$ cat src/rtl/pdm_pkg.sv
// Shared types and helpers for the PDM microphone recorder.
package pdm_pkg;

  typedef enum logic [1:0] {
    IDLE   = 2'd0,
    RECORD = 2'd1,
    DONE   = 2'd2
  } rec_state_t;

  // Word width for the default build (4 slots of 8-bit samples).
  localparam int unsigned PDM_DEF_WORD_W = 4 * 8;

  // Packed RAM word width for a given slot count and sample width.
  function automatic int unsigned word_width(input int unsigned spw,
                                             input int unsigned sw);
    return spw * sw;
  endfunction

  // Bits needed to count 0..value-1; never less than 1.
  function automatic int unsigned clog2_min(input int unsigned value);
    int unsigned w;
    w = 1;
    for (int unsigned i = 1; i < 32; i++) begin
      if ((64'd1 << i) < 64'(value)) w = i + 1;
    end
    return w;
  endfunction

endpackage

$ cat src/rtl/pdm_decimator.sv
// Ones-counting decimator for one PDM channel with saturating output.
module pdm_decimator
  import pdm_pkg::*;
#(
  parameter int unsigned DECIM    = 150,
  parameter int unsigned SAMPLE_W = 8
) (
  input  logic                clk,
  input  logic                rst_n,
  input  logic                clr,
  input  logic                bit_valid,
  input  logic                bit_in,
  output logic                sample_valid,
  output logic [SAMPLE_W-1:0] sample
);

  localparam int unsigned CNT_W = clog2_min(DECIM);
  localparam int unsigned ACC_W = clog2_min(DECIM);
  localparam logic [CNT_W-1:0] CNT_LAST = CNT_W'(DECIM - 1);
  localparam logic [31:0] SAT_MAX = (32'd1 << SAMPLE_W) - 32'd1;

  logic [CNT_W-1:0]    bit_cnt;
  logic [ACC_W-1:0]    acc;
  logic [31:0]         ones;
  logic [SAMPLE_W-1:0] sat_val;

  // Final ones count including the current bit, clipped to full scale.
  always_comb begin
    ones    = 32'(acc) + 32'(bit_in);
    sat_val = (ones > SAT_MAX) ? SAMPLE_W'(SAT_MAX) : SAMPLE_W'(ones);
  end

  // Accumulate sampled bits and emit a sample every DECIM bits.
  always_ff @(posedge clk or negedge rst_n) begin
    if (!rst_n) begin
      bit_cnt      <= '0;
      acc          <= '0;
      sample_valid <= 1'b0;
      sample       <= '0;
    end else if (clr) begin
      bit_cnt      <= '0;
      acc          <= '0;
      sample_valid <= 1'b0;
      sample       <= '0;
    end else begin
      sample_valid <= 1'b0;
      if (bit_valid) begin
        if (bit_cnt == CNT_LAST) begin
          bit_cnt      <= '0;
          acc          <= '0;
          sample       <= sat_val;
          sample_valid <= 1'b1;
        end else begin
          bit_cnt <= bit_cnt + CNT_W'(1);
          acc     <= acc + ACC_W'(bit_in);
        end
      end
    end
  end

endmodule

$ cat src/rtl/pdm_recorder.sv
// PDM microphone capture: mic clock generation, per-channel decimation,
// sample packing and buffered RAM writes in one-shot or circular mode.
module pdm_recorder
  import pdm_pkg::*;
#(
  parameter int unsigned CLK_DIV          = 40,
  parameter int unsigned DECIM            = 150,
  parameter int unsigned SAMPLE_W         = 8,
  parameter int unsigned NUM_CH           = 1,
  parameter int unsigned SAMPLES_PER_WORD = 4,
  parameter int unsigned NUM_WORDS        = 2830,
  parameter int unsigned ADDR_W           = 12
) (
  input  logic                                 clk,
  input  logic                                 rst_n,
  input  logic                                 micData,
  output logic                                 mic_clk,
  input  logic                                 start,
  input  logic                                 stop,
  input  logic                                 loop_mode,
  output logic                                 ram_wr,
  output logic [ADDR_W-1:0]                    ram_addr,
  output logic [SAMPLES_PER_WORD*SAMPLE_W-1:0] ram_data,
  output logic                                 busy,
  output logic                                 done,
  output logic                                 wrapped
);

  localparam int unsigned WORD_W = word_width(SAMPLES_PER_WORD, SAMPLE_W);
  localparam int unsigned DIV_W  = clog2_min(CLK_DIV);
  localparam int unsigned SLOT_W = clog2_min(SAMPLES_PER_WORD);
  localparam logic [DIV_W-1:0]  DIV_LAST  = DIV_W'(CLK_DIV - 1);
  localparam logic [DIV_W-1:0]  DIV_HALF  = DIV_W'(CLK_DIV / 2);
  localparam logic [DIV_W-1:0]  DIV_R     = DIV_W'(CLK_DIV / 2 - 1);
  localparam logic [ADDR_W-1:0] ADDR_LAST = ADDR_W'(NUM_WORDS - 1);
  localparam logic [SLOT_W-1:0] SLOT_LAST = SLOT_W'(SAMPLES_PER_WORD - 1);

  rec_state_t          state, state_nx;
  logic [DIV_W-1:0]    div_cnt;
  logic                loop_q;
  logic                run;
  logic                last_write;
  logic [SLOT_W-1:0]   slot;
  logic [WORD_W-1:0]   pack;
  logic [NUM_CH-1:0]   ch_bit_valid;
  logic [NUM_CH-1:0]   ch_sample_valid;
  logic [SAMPLE_W-1:0] ch_sample [NUM_CH];
  logic                smp_valid;
  logic [SAMPLE_W-1:0] smp;

  // State register.
  always_ff @(posedge clk or negedge rst_n) begin
    if (!rst_n) state <= IDLE;
    else        state <= state_nx;
  end

  // Next-state decode and state-derived outputs.
  always_comb begin
    state_nx   = state;
    last_write = ram_wr && (ram_addr == ADDR_LAST);
    case (state)
      IDLE:    if (start && !stop) state_nx = RECORD;
      RECORD: begin
        if (stop)                       state_nx = IDLE;
        else if (last_write && !loop_q) state_nx = DONE;
      end
      DONE:    state_nx = IDLE;
      default: state_nx = IDLE;
    endcase
    run     = (state == RECORD) && (state_nx == RECORD);
    busy    = (state == RECORD);
    done    = (state == DONE);
    mic_clk = (div_cnt >= DIV_HALF);
  end

  // Mic clock divider; parked at 0 whenever capture is not continuing.
  always_ff @(posedge clk or negedge rst_n) begin
    if (!rst_n)                  div_cnt <= '0;
    else if (!run)               div_cnt <= '0;
    else if (div_cnt == DIV_LAST) div_cnt <= '0;
    else                         div_cnt <= div_cnt + DIV_W'(1);
  end

  // Left channel samples at the end of the mic clock high phase.
  assign ch_bit_valid[0] = run && (div_cnt == DIV_LAST);

  // Right channel samples at the end of the low phase that follows a left
  // bit; arming on the first left bit keeps L completing ahead of R.
  if (NUM_CH > 1) begin : g_stereo
    logic r_armed;

    // Arm right-channel sampling once the first left bit has been taken.
    always_ff @(posedge clk or negedge rst_n) begin
      if (!rst_n)               r_armed <= 1'b0;
      else if (!run)            r_armed <= 1'b0;
      else if (ch_bit_valid[0]) r_armed <= 1'b1;
    end

    assign ch_bit_valid[1] = run && r_armed && (div_cnt == DIV_R);
  end

  for (genvar ch = 0; ch < NUM_CH; ch++) begin : g_ch
    pdm_decimator #(
      .DECIM    (DECIM),
      .SAMPLE_W (SAMPLE_W)
    ) u_dec (
      .clk          (clk),
      .rst_n        (rst_n),
      .clr          (!run),
      .bit_valid    (ch_bit_valid[ch]),
      .bit_in       (micData),
      .sample_valid (ch_sample_valid[ch]),
      .sample       (ch_sample[ch])
    );
  end

  // Merge channel sample streams; channels never complete in the same cycle.
  always_comb begin
    smp_valid = 1'b0;
    smp       = '0;
    for (int unsigned ch = 0; ch < NUM_CH; ch++) begin
      if (ch_sample_valid[ch]) begin
        smp_valid = 1'b1;
        smp       = ch_sample[ch];
      end
    end
  end

  // Pack samples into slots and strobe the write when the word is full.
  always_ff @(posedge clk or negedge rst_n) begin
    if (!rst_n) begin
      slot   <= '0;
      pack   <= '0;
      ram_wr <= 1'b0;
    end else if (!run) begin
      slot   <= '0;
      pack   <= '0;
      ram_wr <= 1'b0;
    end else begin
      ram_wr <= 1'b0;
      if (smp_valid) begin
        pack[slot*SAMPLE_W +: SAMPLE_W] <= smp;
        if (slot == SLOT_LAST) begin
          slot   <= '0;
          ram_wr <= 1'b1;
        end else begin
          slot <= slot + SLOT_W'(1);
        end
      end
    end
  end

  assign ram_data = pack;

  // Write address: advances after each write, wraps in circular mode.
  always_ff @(posedge clk or negedge rst_n) begin
    if (!rst_n)      ram_addr <= '0;
    else if (!run)   ram_addr <= '0;
    else if (ram_wr) ram_addr <= (ram_addr == ADDR_LAST) ? '0 : ram_addr + ADDR_W'(1);
  end

  // Capture mode latch and sticky wrap flag.
  always_ff @(posedge clk or negedge rst_n) begin
    if (!rst_n) begin
      loop_q  <= 1'b0;
      wrapped <= 1'b0;
    end else if (state == IDLE && state_nx == RECORD) begin
      loop_q  <= loop_mode;
      wrapped <= 1'b0;
    end else if (run && last_write && loop_q) begin
      wrapped <= 1'b1;
    end
  end

endmodule

$ cat config.mk
export PLATFORM = sky130hd
export DESIGN_NAME = pdm_recorder
export DESIGN_NICKNAME = d
export VERILOG_FILES = /design/src/rtl/pdm_pkg.sv /design/src/rtl/pdm_decimator.sv /design/src/rtl/pdm_recorder.sv
export SDC_FILE = /design/constraint.sdc
export NUM_CORES = 1
export LEC_CHECK = 0
export BUFFER_PORTS_ARGS = -buffer_cell sky130_fd_sc_hd__clkbuf_2
export CAP_MARGIN = 30
export CORE_ASPECT_RATIO = 0.9
export CORE_MARGIN = 3
export CORE_UTILIZATION = 40
export CTS_BUF_LIST = sky130_fd_sc_hd__clkbuf_4
export CTS_CLUSTER_SIZE = 30
export DETAILED_ROUTE_END_ITERATION = 16
export GPL_TIMING_DRIVEN = 0
export PLACE_DENSITY = 0.62
export SLEW_MARGIN = 20
export SYNTH_ARGS = -nofsm -noshare
export SYNTH_HDL_FRONTEND = slang
export SYNTH_SLANG_ARGS = --single-unit
$ cat constraint.sdc
create_clock -name clk -period 2.7 [get_ports clk]
set_input_delay 0.675 -clock clk [delete_from_list [all_inputs] [get_ports clk]]
set_output_delay 0.675 -clock clk [all_outputs]
set_load 0.05 [all_outputs]
# == Word-level counts from Yosys, hierarchy flattened ==
# Cells that the tools add are included.
# word_totals
regBits,82
# op_classes
n_mux,35
n_addsub,7
magnitude_cmp,2
n_reduce_logical,13
n_shift,2
n_eq_ne,11
# op_table
op,n
8-bit two-way mux,11
32-bit two-way mux,2
12-bit two-way mux,3
5-bit negator with 34-bit output,1
"8-bit by 34-bit variable shift with 32-bit output, first input constant",1
8-bit by 34-bit indexed part select with 32-bit output,1
32-bit bitwise mux,1
"32-bit by 8-bit greater-than comparator with 1-bit output, second input constant",1
"12-bit by 1-bit adder with 12-bit output, second input constant",1
"12-bit equality test, second input constant",1
2-bit two-way mux,6
6-bit two-way mux,2
8-bit by 1-bit adder with 9-bit output,1
1-bit two-way mux,9
8-bit by 1-bit adder with 8-bit output,1
"8-bit by 1-bit adder with 8-bit output, second input constant",1
"8-bit equality test, second input constant",1
1-bit logical AND,8
"6-bit by 1-bit adder with 6-bit output, second input constant",1
"6-bit equality test, second input constant",1
"6-bit by 5-bit greater-or-equal comparator with 1-bit output, second input constant",1
"2-bit by 1-bit inequality test with 1-bit output, second input constant",3
"2-bit by 1-bit equality test with 1-bit output, second input constant",2
"2-bit equality test, second input constant",2
other kinds (7),8

# == Depth between registers and ports, before layout ==
# logic_depth
depth_word,12
mapped_depth,8
ltp_nobuf,7

# == Hierarchy ==
# A second synthesis with hierarchy kept.
# hier_totals
cells_unflattened,380
area_unflattened_um2,3983.8
# modules_own_cells
mod,instances,cells_per_inst,area_each_um2
pdm_recorder,1,258,2682.6
pdm_decimator,1,122,1301.2

# == Worst setup path before layout ==
# Ideal clock, no wire load.
# synth_path
path_kind,register -> register
startpoint,register ram_addr[4]
endpoint,register ram_addr[4]
path_buffers,1
period_less_slack_ns,2.274
arrival_time_ns,2.123
stages_incl_launch_ff,7
setup_slack_ns,0.426
path_cell_list,dfrtp_1 > or4b_1 > or3_4 > and2_1 > clkbuf_1 > a21oi_1 > a21oi_1
# synth_via
elab_chain_len,9
elab_cells_between_ends,13
# synth_rtl
item,line,text
"start, declared",pdm_recorder.sv:22,"output logic [ADDR_W-1:0] ram_addr,"
"start signal, assigned",pdm_recorder.sv:159,else if (ram_wr) ram_addr <= (ram_addr == ADDR_LAST) ? '0 : ram_addr + ADDR_W'(1);
12-bit equality test,"pdm_recorder.sv:60, pdm_recorder.sv:159",
1-bit logical AND,pdm_recorder.sv:60,last_write = ram_wr && (ram_addr == ADDR_LAST);
1-bit logical AND,pdm_recorder.sv:65,else if (last_write && !loop_q) state_nx = DONE;
2-bit two-way mux,pdm_recorder.sv:65,
2-bit two-way mux,pdm_recorder.sv:64,if (stop) state_nx = IDLE;
2-bit one-hot mux with 2 select lines,pdm_recorder.sv:61,case (state)
2-bit by 1-bit equality test with 1-bit output,pdm_recorder.sv:70,run = (state == RECORD) && (state_nx == RECORD);
1-bit logical AND,pdm_recorder.sv:70,
2-bit inequality test (no source line) / 12-bit two-way mux (equally long branches),--,
# Several ways; a longest one is shown, not always the timed one. The select of a mux whose other input is x is not followed.
# A chain may end at the register's enable or synchronous reset.

# == Worst setup path in the final report ==
# layout_path
startpoint,register slot[0]
endpoint,register pack[22] (netlist: ram_data[22])
# layout_via
elab_chain_len,5
elab_cells_between_ends,6
# layout_rtl
item,line,text
"start, declared",pdm_recorder.sv:43,logic [SLOT_W-1:0] slot;
"start signal, assigned",pdm_recorder.sv:147,slot <= slot + SLOT_W'(1);
5-bit negator with 34-bit output (*),pdm_recorder.sv:142,pack[slot*SAMPLE_W +: SAMPLE_W] <= smp;
8-bit by 34-bit indexed part select with 32-bit output / 8-bit by 34-bit variable shift with 32-bit output (equally long branches),pdm_recorder.sv:142,
32-bit bitwise mux (*),pdm_recorder.sv:142,
32-bit two-way mux (*),pdm_recorder.sv:141,if (smp_valid) begin
32-bit two-way mux (*),pdm_recorder.sv:135,end else if (!run) begin
"end signal, assigned by index",pdm_recorder.sv:142,
"end, declared",pdm_recorder.sv:44,logic [WORD_W-1:0] pack;
# Mark *: on every way between the ends. The rest lies on a longest branch, timed or not. The select of a mux whose other input is x is not followed.

==> run summary <==
* 464 nW/um^2 — Pwr per Cell Area
* 16000 um — first-pass GRT wire length
* 0 — Resize count post-CTS
* 477 — number of nets at the end of the flow
* 0.857 — ratio of final minimum period to clock period
* 0.834 ns — actual transition at the worst max-transition pin
* 0.523 — sequential cell area fraction in the yosys report
* register — endpoint type of the worst setup path
* 2.31 ns — final period demand of the worst path
* 0.442 — worst slew slack as a fraction of its limit
* ram_data[22] — worst flop-to-flop path endpoint
* 9330 um^2 — core box area
* done — CTS tree
* register to register — Setup Crit Path Kind
* 6330 um — DP Wirelength
* 82 — clock sinks
* 4 — number of iterations in the first detailed-routing pass
* 3189 — via total after detailed routing
* 11000 um^2 — full die area
* 5.46 — post-detailed-route via-to-cell ratio
* 412 — total nets after synthesis
* 9 — clock buffer count from CTS
* 0 — antenna violations before repair
* 538 uW — switching pwr
* 1.99 nW — leakage
* 0 ns — sum of negative setup slack
* 0.421 — effective utilization at floorplan
* 0 — count of buffers added by post-CTS timing repair for setup
* 0.825 — Final GP Congestion
* 1.00 — Async SR Flop Fraction
* 0.386 ns — minimum setup slack in the final design
* 0.39 ns — R2R setup slack
* 0.15 ns — clock slew at reported path FFs
* register — startpoint type of the worst setup path
* 0.195 — ratio of cells with drive above 1 in the final layout
* complete, no violations — outcome
* 0.432 GHz — max frequency
* sky130_fd_sc_hd__dfrtp_1 — Synth Flop Type
* 0 — number of flops mapped to enable cells by yosys
* 10.0 um^2 — Syn Area/Cell
* 218 uV — Worst IR Drop VDD
* 3181 — number of global-route vias before repair
* sky130_fd_sc_hd__dfrtp_1 — most common cell after layout, fill and taps aside
* 3.06 ns — required time reported for the critical path endpoint
* 0 — overall overflow remaining after global route
* 0 — drt drc
* 0 — Final setup violation count
* 0.0249 ns — clk_skew
* 0.594 — sequential group share of total power
* 9 — Worst Path Max Fanout
* 14.8% — relative area change from synthesis to final layout
* 3 — number of levels in the clock H-tree
* no — RSZ-0062 raised after global routing
* 0 — max-slew violation count
* 4510 um^2 — Post-Layout Inst Area
* 3930 um^2 — Synth Cell Area
* sky130_fd_sc_hd__clkbuf_4 — root cell of the clock tree
* 0 — count of synthesis-stage warnings from yosys
* 0.361 — portion of total power attributed to the clock network
* 1.55 mW — Internal Power
* primary input to asynchronous set/reset pin — path category of the worst min-delay check
* 392 — cell count after synthesis
* 0 — post-route antenna net violation count
* 15.9 um — mean routed wirelength per cell
* 82 — total of flip-flops plus latches after synthesis
* 33 — floorplan row count
* 55 — Ports
* 0.176 — gr usage total
* 54 — count of buffers from port buffering
* 110 um — die width
* 4360 um^2 — instance area after placement
* 2 — maximum number of buffers from clock root to sink
* 100 um — overall die height
* 2.67 ns — arrival time of the worst setup path
* slot[0] — R2R Path Start
* 2.09 mW — Total Power Consumption
* 0 — post-cts hold buffer count
* 49 — Cell variety after synth
* 0 — Hold Vio Cnt, Final
* 6 — Worst R2R Path Depth
* 0 — antenna cells
* 0.046 — combinational fraction of design power
* 0.181 ns — Post-Place Setup Slack
* 83 — largest net degree at the start of global routing
* 82 x sky130_fd_sc_hd__dfrtp_1, 68 x sky130_fd_sc_hd__nor2_1, 53 x sky130_fd_sc_hd__clkbuf_2, 34 x sky130_fd_sc_hd__a22oi_1, 27 x sky130_fd_sc_hd__nand2_1 — most frequent cells in the layout
* 0.258 — proportion of total power due to net switching
* 0 — max-cap viol count
* 0.44 ns — clk_lat worst skew
* 890 — # fillers
* 205 — iteration-0 DRC count of the detailed router
* 9310 um — DRT Wirelength
-- worst max path at each step --
| stage | start | end | slack (ns) | cells past startpoint |
|---|---|---|---|---|
| 2_1_floorplan | ram_addr[4] | ram_addr[4] | 0.43 | 6 |
| 3_3_place_gp | rst_n | ram_data[25] | 0.06 | 1 |
| 3_5_place_dp | micData | g_ch[0].u_dec.sample[2] | 0.18 | 7 |
| 4_1_cts | ram_addr[4] | ram_data[29] | 0.42 | 6 |
| 5_1_grt | slot[0] | ram_data[2] | 0.24 | 6 |
| 6_report | slot[0] | ram_data[22] | 0.39 | 6 |
-- sequential cells by signal, summed over array words and instances, names as in the netlist --
name / cells
div_cnt: 6
g_ch.u_dec.acc: 8
g_ch.u_dec.bit_cnt: 8
g_ch.u_dec.sample: 8
g_ch.u_dec.sample_valid: 1
loop_q: 1
ram_addr: 12
ram_data: 32
ram_wr: 1
slot: 2
state: 2
wrapped: 1
-- per-stage QoR --
step           instances  hold WS, ns   util
2_1_floorplan        392        0.379      -
3_3_place_gp         568        0.455  0.466
3_5_place_dp         568        0.461  0.468
4_1_cts              584        0.254  0.483
5_1_grt              584        0.252  0.483
6_report             584        0.229  0.483
-- kinds of logic after synthesis --
| family | count (synthesis) | synth area share |
|---|---|---|
| muxes | 3 | 0.00797 |
| and+or+nand+nor | 162 | 0.208 |
| DFF | 82 | 0.523 |
| xor gates and xnor gates | 9 | 0.0201 |
| AOI/OAI and AO/OA | 97 | 0.163 |
| adders and majority gates | 14 | 0.0446 |
| buffers and inverters | 25 | 0.0332 |
-- critical path, stage by stage (launching register included) --
cell and delay, ns:
sky130_fd_sc_hd__dfrtp_1 0.52, sky130_fd_sc_hd__inv_1 0.23, sky130_fd_sc_hd__ha_1 0.19, sky130_fd_sc_hd__nand2_1 0.23
sky130_fd_sc_hd__nor4b_2 0.78, sky130_fd_sc_hd__a22oi_1 0.15, sky130_fd_sc_hd__nor2_1 0.14
-- cells in the mapped netlist, drive strengths merged (2+ instances only) --
cell / instances / area share
xor2: 4 / 0.0089
xnor2: 5 / 0.011
nor3: 9 / 0.013
and2: 2 / 0.0032
inv: 9 / 0.0086
buf: 9 / 0.018
a21oi: 21 / 0.027
and3: 7 / 0.011
a31oi: 4 / 0.0064
o211a: 2 / 0.0051
o31ai: 2 / 0.0051
clkbuf: 7 / 0.0067
nand4: 5 / 0.0080
nor3b: 2 / 0.0038
or3: 3 / 0.0061
o211ai: 2 / 0.0038
dfrtp: 82 / 0.52
mux2i: 2 / 0.0051
o21ai: 18 / 0.024
nand2b: 4 / 0.0064
ha: 14 / 0.045
nand2: 27 / 0.026
nand3b: 6 / 0.011
nor2b: 5 / 0.0080
a22oi: 34 / 0.065
nor2: 68 / 0.065
nand3: 12 / 0.015
o22ai: 7 / 0.011
a311oi: 3 / 0.0067
nor4b: 4 / 0.014
-- power groups by stage --
stage               sequential (mW)  combinational [mW]  clock, mW
global route                   1.24               0.107      0.840
floorplan                      1.26              0.0511          0
global placement               1.26              0.0970          0
CTS                            1.24              0.0983      0.777
detailed placement             1.26              0.0982          0
finish                         1.24              0.0956      0.754
-- routing by layer --
metal,GRT usage,vias up,wire length (um)
li1,-,1536,-
met2,0.281,66,4290
met1,0.241,1581,4530
met3,0.0452,6,394
met4,0.0455,0,92
met5,0,-,0
-- layout make-up --
| class | count | area (um^2) | area share |
|---|---|---|---|
| timing repair buffer | 54 | 279 | 0.0619 |
| multi-input combinational | 285 | 1750 | 0.388 |
| sequential | 82 | 2050 | 0.455 |
| tap | 122 | 153 | 0.0339 |
| clock buffer | 9 | 67.6 | 0.0150 |
| inverter | 9 | 33.8 | 0.00750 |
| clock inverter | 7 | 76.3 | 0.0169 |
| buffer | 16 | 96.3 | 0.0214 |
No activity file was read; power rests on OpenSTA's default activity.
